[src/rtl/mips_controller.sv]
// Main control unit for the single-cycle MIPS datapath.
// Ports:
//   clk, reset (async, active-low)
//   op, funct  : instruction opcode and R-type function field
//   zero       : ALU result-is-zero flag, used only by beq
//   memtoreg, memwrite, pcsrc, alusrc, regdst, regwrite, jump : datapath controls
//   alucontrol : 3-bit ALU operation
//   illegal    : sticky flag, set once an unsupported op/funct is clocked in
module mips_controller (
    input  logic       clk,
    input  logic       reset,
    input  logic [5:0] op,
    input  logic [5:0] funct,
    input  logic       zero,
    output logic       memtoreg,
    output logic       memwrite,
    output logic       pcsrc,
    output logic       alusrc,
    output logic       regdst,
    output logic       regwrite,
    output logic       jump,
    output logic [2:0] alucontrol,
    output logic       illegal
);

    localparam logic [5:0] OP_RTYPE = 6'b000000;
    localparam logic [5:0] OP_LW    = 6'b100011;
    localparam logic [5:0] OP_SW    = 6'b101011;
    localparam logic [5:0] OP_BEQ   = 6'b000100;
    localparam logic [5:0] OP_ADDI  = 6'b001000;
    localparam logic [5:0] OP_J     = 6'b000010;

    localparam logic [5:0] FN_ADD = 6'b100000;
    localparam logic [5:0] FN_SUB = 6'b100010;
    localparam logic [5:0] FN_AND = 6'b100100;
    localparam logic [5:0] FN_OR  = 6'b100101;
    localparam logic [5:0] FN_SLT = 6'b101010;

    localparam logic [2:0] ALU_ADD = 3'b010;
    localparam logic [2:0] ALU_SUB = 3'b110;
    localparam logic [2:0] ALU_AND = 3'b000;
    localparam logic [2:0] ALU_OR  = 3'b001;
    localparam logic [2:0] ALU_SLT = 3'b111;

    typedef enum logic [1:0] {
        AOP_ADD   = 2'b00,
        AOP_SUB   = 2'b01,
        AOP_FUNCT = 2'b10
    } aluop_e;

    logic is_r;
    logic is_lw;
    logic is_sw;
    logic is_beq;
    logic is_addi;
    logic is_j;

    assign is_r    = (op == OP_RTYPE);
    assign is_lw   = (op == OP_LW);
    assign is_sw   = (op == OP_SW);
    assign is_beq  = (op == OP_BEQ);
    assign is_addi = (op == OP_ADDI);
    assign is_j    = (op == OP_J);

    logic   regwrite_dec;
    logic   regdst_dec;
    logic   alusrc_dec;
    logic   branch_dec;
    logic   memwrite_dec;
    logic   memtoreg_dec;
    logic   jump_dec;
    aluop_e aluop;
    logic   op_legal;

    // Opcode compares are mutually exclusive, so a parallel decoder is safe.
    always_comb begin
        regwrite_dec = 1'b0;
        regdst_dec   = 1'b0;
        alusrc_dec   = 1'b0;
        branch_dec   = 1'b0;
        memwrite_dec = 1'b0;
        memtoreg_dec = 1'b0;
        jump_dec     = 1'b0;
        aluop        = AOP_ADD;
        op_legal     = 1'b1;
        unique case (1'b1)
            is_r: begin
                regwrite_dec = 1'b1;
                regdst_dec   = 1'b1;
                aluop        = AOP_FUNCT;
            end
            is_lw: begin
                regwrite_dec = 1'b1;
                alusrc_dec   = 1'b1;
                memtoreg_dec = 1'b1;
            end
            is_sw: begin
                alusrc_dec   = 1'b1;
                memwrite_dec = 1'b1;
            end
            is_beq: begin
                branch_dec   = 1'b1;
                aluop        = AOP_SUB;
            end
            is_addi: begin
                regwrite_dec = 1'b1;
                alusrc_dec   = 1'b1;
            end
            is_j: begin
                jump_dec     = 1'b1;
            end
            default: begin
                op_legal     = 1'b0;
            end
        endcase
    end

    logic [2:0] alucontrol_dec;
    logic       funct_legal;

    always_comb begin
        alucontrol_dec = ALU_ADD;
        funct_legal    = 1'b1;
        case (aluop)
            AOP_ADD: alucontrol_dec = ALU_ADD;
            AOP_SUB: alucontrol_dec = ALU_SUB;
            AOP_FUNCT: begin
                case (funct)
                    FN_ADD:  alucontrol_dec = ALU_ADD;
                    FN_SUB:  alucontrol_dec = ALU_SUB;
                    FN_AND:  alucontrol_dec = ALU_AND;
                    FN_OR:   alucontrol_dec = ALU_OR;
                    FN_SLT:  alucontrol_dec = ALU_SLT;
                    default: begin
                        alucontrol_dec = ALU_ADD;
                        funct_legal    = 1'b0;
                    end
                endcase
            end
            default: alucontrol_dec = ALU_ADD;
        endcase
    end

    // funct_legal is only ever cleared for R-type, so no op qualifier needed.
    logic illegal_now;
    assign illegal_now = ~op_legal | ~funct_legal;

    // State-changing enables are gated by reset so nothing architectural
    // moves while the core is held in reset.
    assign regwrite   = regwrite_dec & reset;
    assign memwrite   = memwrite_dec & reset;
    assign pcsrc      = branch_dec & zero & reset;
    assign jump       = jump_dec & reset;
    assign regdst     = regdst_dec;
    assign alusrc     = alusrc_dec;
    assign memtoreg   = memtoreg_dec;
    assign alucontrol = alucontrol_dec;

    logic illegal_q;
    logic illegal_d;

    always_comb begin
        illegal_d = illegal_q | illegal_now;
    end

    always_ff @(posedge clk or negedge reset) begin
        if (!reset) begin
            illegal_q <= 1'b0;
        end else begin
            illegal_q <= illegal_d;
        end
    end

    assign illegal = illegal_q;

endmodule

[config.mk]
export PLATFORM = sky130hd
export DESIGN_NAME = mips_controller
export DESIGN_NICKNAME = d
export VERILOG_FILES = /design/src/rtl/mips_controller.sv
export SDC_FILE = /design/constraint.sdc
export NUM_CORES = 1
export LEC_CHECK = 0
export BUFFER_PORTS_ARGS = -buffer_cell sky130_fd_sc_hd__buf_2
export CAP_MARGIN = 5
export CORE_AREA = 10 10 47 49
export CTS_CLUSTER_SIZE = 30
export DETAILED_ROUTE_END_ITERATION = 8
export DIE_AREA = 0 0 57 59
export PLACE_DENSITY = 0.57
export SLEW_MARGIN = 0
export SYNTH_ARGS = -nofsm -noshare
export SYNTH_HDL_FRONTEND = slang
export SYNTH_SLANG_ARGS = --single-unit
[constraint.sdc]
create_clock -name clk -period 2.3 [get_ports clk]
set_input_delay 0.23 -clock clk [delete_from_list [all_inputs] [get_ports clk]]
set_output_delay 0.23 -clock clk [all_outputs]
set_load 0.05 [all_outputs]
==> impl_metrics.py <==
metrics = {
    "setup_path": {
        "cpMaxStageDelayCell": "or4_4",
        "path_common_cell": "buf_2",
        "cp_num_buf_inv": 3,
        "r2r_slack_ns": 1.44,
        "start_kind": "input port",
        "end_kind": "primary output",
        "arrival_ns": 1.99,
        "path_class": "input port to primary output",
        "worstPathMaxFanout": 3,
        "path_cells": "buf_2 -> or4_4 -> nor3b_4 -> inv_1 -> ha_4 -> a211o_2 -> buf_2",
        "critical-path-top-delay-family": "simple AND/OR/NAND/NOR gates",
        "required_ns": 2.07,
        "cp_slowest_stage_delay_ns": 0.57,
    },
    "sta": {
        "hold_viol_final": 0,
        "rsz0062_at_grt": "no",
        "setup_viol": 0,
        "fmax_mhz": 450.9,
        "fin_crit_sh_pct": 96.44,
        "slew-limit-headroom_pct": 80.26,
        "finalMaxSlewViolations": 0,
        "skew_ns": 0,
        "min_period_ns": 2.218,
        "worstMarginPinSlew_ns": 0.2923,
    },
    "placed_design": {
        "routabilityCongestion": 0.7517,
        "placed_cells": 82,
        "port_buffers": 25,
        "dp_hpwl_um": 979,
        "placed_area_um2": 496.7,
    },
    "finish": {
        "finalNonFillerCells": 82,
        "area_growth_pct": 75.66,
        "largest_reg_flops": 1,
        "num_antenna_cells": 0,
        "drive_gt1_share_pct": 56.06,
        "fin_area_um2": 496.7,
        "nNetsFinal": 85,
    },
    "logic_synthesis": {
        "syn_inst": 38,
        "synth.avg_cell_area_um2": 7.441,
        "synth_top_area_share_pct": 8.850,
        "synth-seq-area-share_pct": 8.850,
        "yosysUniqueCellTypes": 25,
        "synthTopCellsByArea": "dfrtp_1 8.8%, ha_1 8.8%, nor3b_4 6.6%, nor3_1 5.3%, inv_1 5.3%",
        "synth_nets": 55,
        "ys_warn_count": 0,
        "netlist_area_um2": 282.8,
        "synth_seq_cells": 1,
        "yosysTopAreaCell": "dfrtp_1",
    },
    "global_routing": {
        "overflow": 0,
        "top_usage_layer": "met2",
        "first_global_vias": 439,
        "antenna_found_initial": 0,
        "grt_max_degree": 7,
        "use_met2_pct": 10.23,
        "use_met1_pct": 7.041,
        "grt_pass1_wl_um": 1869,
        "track_usage_pct": 6.147,
        "use_met3_pct": 3.648,
    },
    "route": {
        "drt-total-wl_um": 1088,
        "drt-initial-drc-count": 0,
        "routedWlPerCell_um": 13.27,
        "ant_nets": 0,
        "drt_drc_violations_left": 0,
        "vias": 402,
        "via_per_inst": 4.902,
        "drt_first_pass_iters": 1,
    },
    "power": {
        "leakage_nw": 0.2260,
        "report.power.total_uw": 71.09,
        "ir_worst_vdd_mv": 0.06550,
        "power-per-cell-area_nw_per_um2": 143.1,
    },
    "die": {
        "die-width_um": 57,
        "die-height_um": 59,
        "dieArea_um2": 3363,
        "core_area_um2": 1401,
        "start_util_pct": 20.18,
        "io_pins": 26,
        "num_rows": 14,
    },
    "cts": {
        "cts.repair.resized": 0,
        "insertion_delay_ns": 0,
        "cts_setup_buffers": 0,
        "clk_pin_slew_ns": 0,
        "cts_hold_buf": 0,
    },
    "status": {
        "status": "complete, no violations",
    },
    "flow_run": {
        "maxCapViolCount": 0,
    },
    "min_path": {
        "hold_path_class": "input port to async pin",
    },
}
==> final cells by class <==
cell class,instances,area (um2)
inverter,4,15.01
fill,165,904.6
tap,16,20.02
timing repair buffer,28,147.6
multi-input combinational,33,289.0
sequential,1,25.02
==> per-layer routing <==
layer	up-vias	wire length, um	part of all wire, %
li1	205	-	-
met3	0	187	17
met1	171	453	42
met4	0	0	0
met2	26	447	41
met5	-	0	0
==> synthesized netlist by cell type <==
master / count
nand2b_1: 1
dfrtp_1: 1
nor3_1: 3
nor3b_4: 1
a21boi_0: 1
maj3_1: 1
nor2b_1: 2
or4_1: 1
nand2_1: 3
a32oi_1: 1
a211o_1: 1
and3_1: 1
a2111o_1: 1
o221ai_1: 1
ha_1: 2
nor3b_1: 1
o32a_1: 1
o21a_1: 1
a41oi_1: 1
or3_2: 1
inv_1: 4
nor2_1: 4
nor4_1: 2
or4_4: 1
nand3_1: 1
==> cell families after synthesis <==
family	Yosys count	share of synthesized area, %
compound gates	8	25.23
simple gates	22	48.23
flops	1	8.848
fa+ha+maj	3	12.39
buf+inv	4	5.308
==> stage by stage <==
| step | util, % | setup slack, ns | hold slack, ns | TNS, ns |
|---|---|---|---|---|
| 2_1_floorplan | - | -0.04950 | -0.06559 | -0.06786 |
| 3_3_place_gp | 35.45 | 0.09243 | 0.02641 | 0 |
| 6_report | 35.45 | 0.08199 | 0.02437 | 0 |
| 4_1_cts | 35.45 | 0.07512 | 0.02746 | 0 |
| 3_5_place_dp | 35.45 | 0.08644 | 0.02746 | 0 |
| 5_1_grt | 35.45 | 0.01249 | 0.02962 | 0 |
==> worst paths after layout <==
path                                   start                end  cells after the start
max                                    op[0]      alucontrol[1]                      7
min                                    reset  illegal$_DFF_PN0_                      1
max reg2reg                illegal$_DFF_PN0_  illegal$_DFF_PN0_                      1
min reg2reg                illegal$_DFF_PN0_  illegal$_DFF_PN0_                      1
max in group asynchronous              reset  illegal$_DFF_PN0_                      1
min in group clk           illegal$_DFF_PN0_  illegal$_DFF_PN0_                      1
==> power breakdown <==
| part | total (mW) | internal, mW | switching (mW) | leakage (nW) |
|---|---|---|---|---|
| sequential | 0.0179 | 0.0179 | 0 | 0.00875 |
| clock | 0 | 0 | 0 | 0 |
| combinational | 0.0532 | 0.0226 | 0.0306 | 0.217 |
==> layout by cell type (no fill, tap or decap), types with 2 or more instances in the layout <==
cell type,instances
nor3_4,2
buf_4,3
buf_2,25
nor4_1,2
nor2b_1,2
nor2_1,3
inv_1,4
nand2_1,2
No activity file was read; power rests on OpenSTA's default activity.
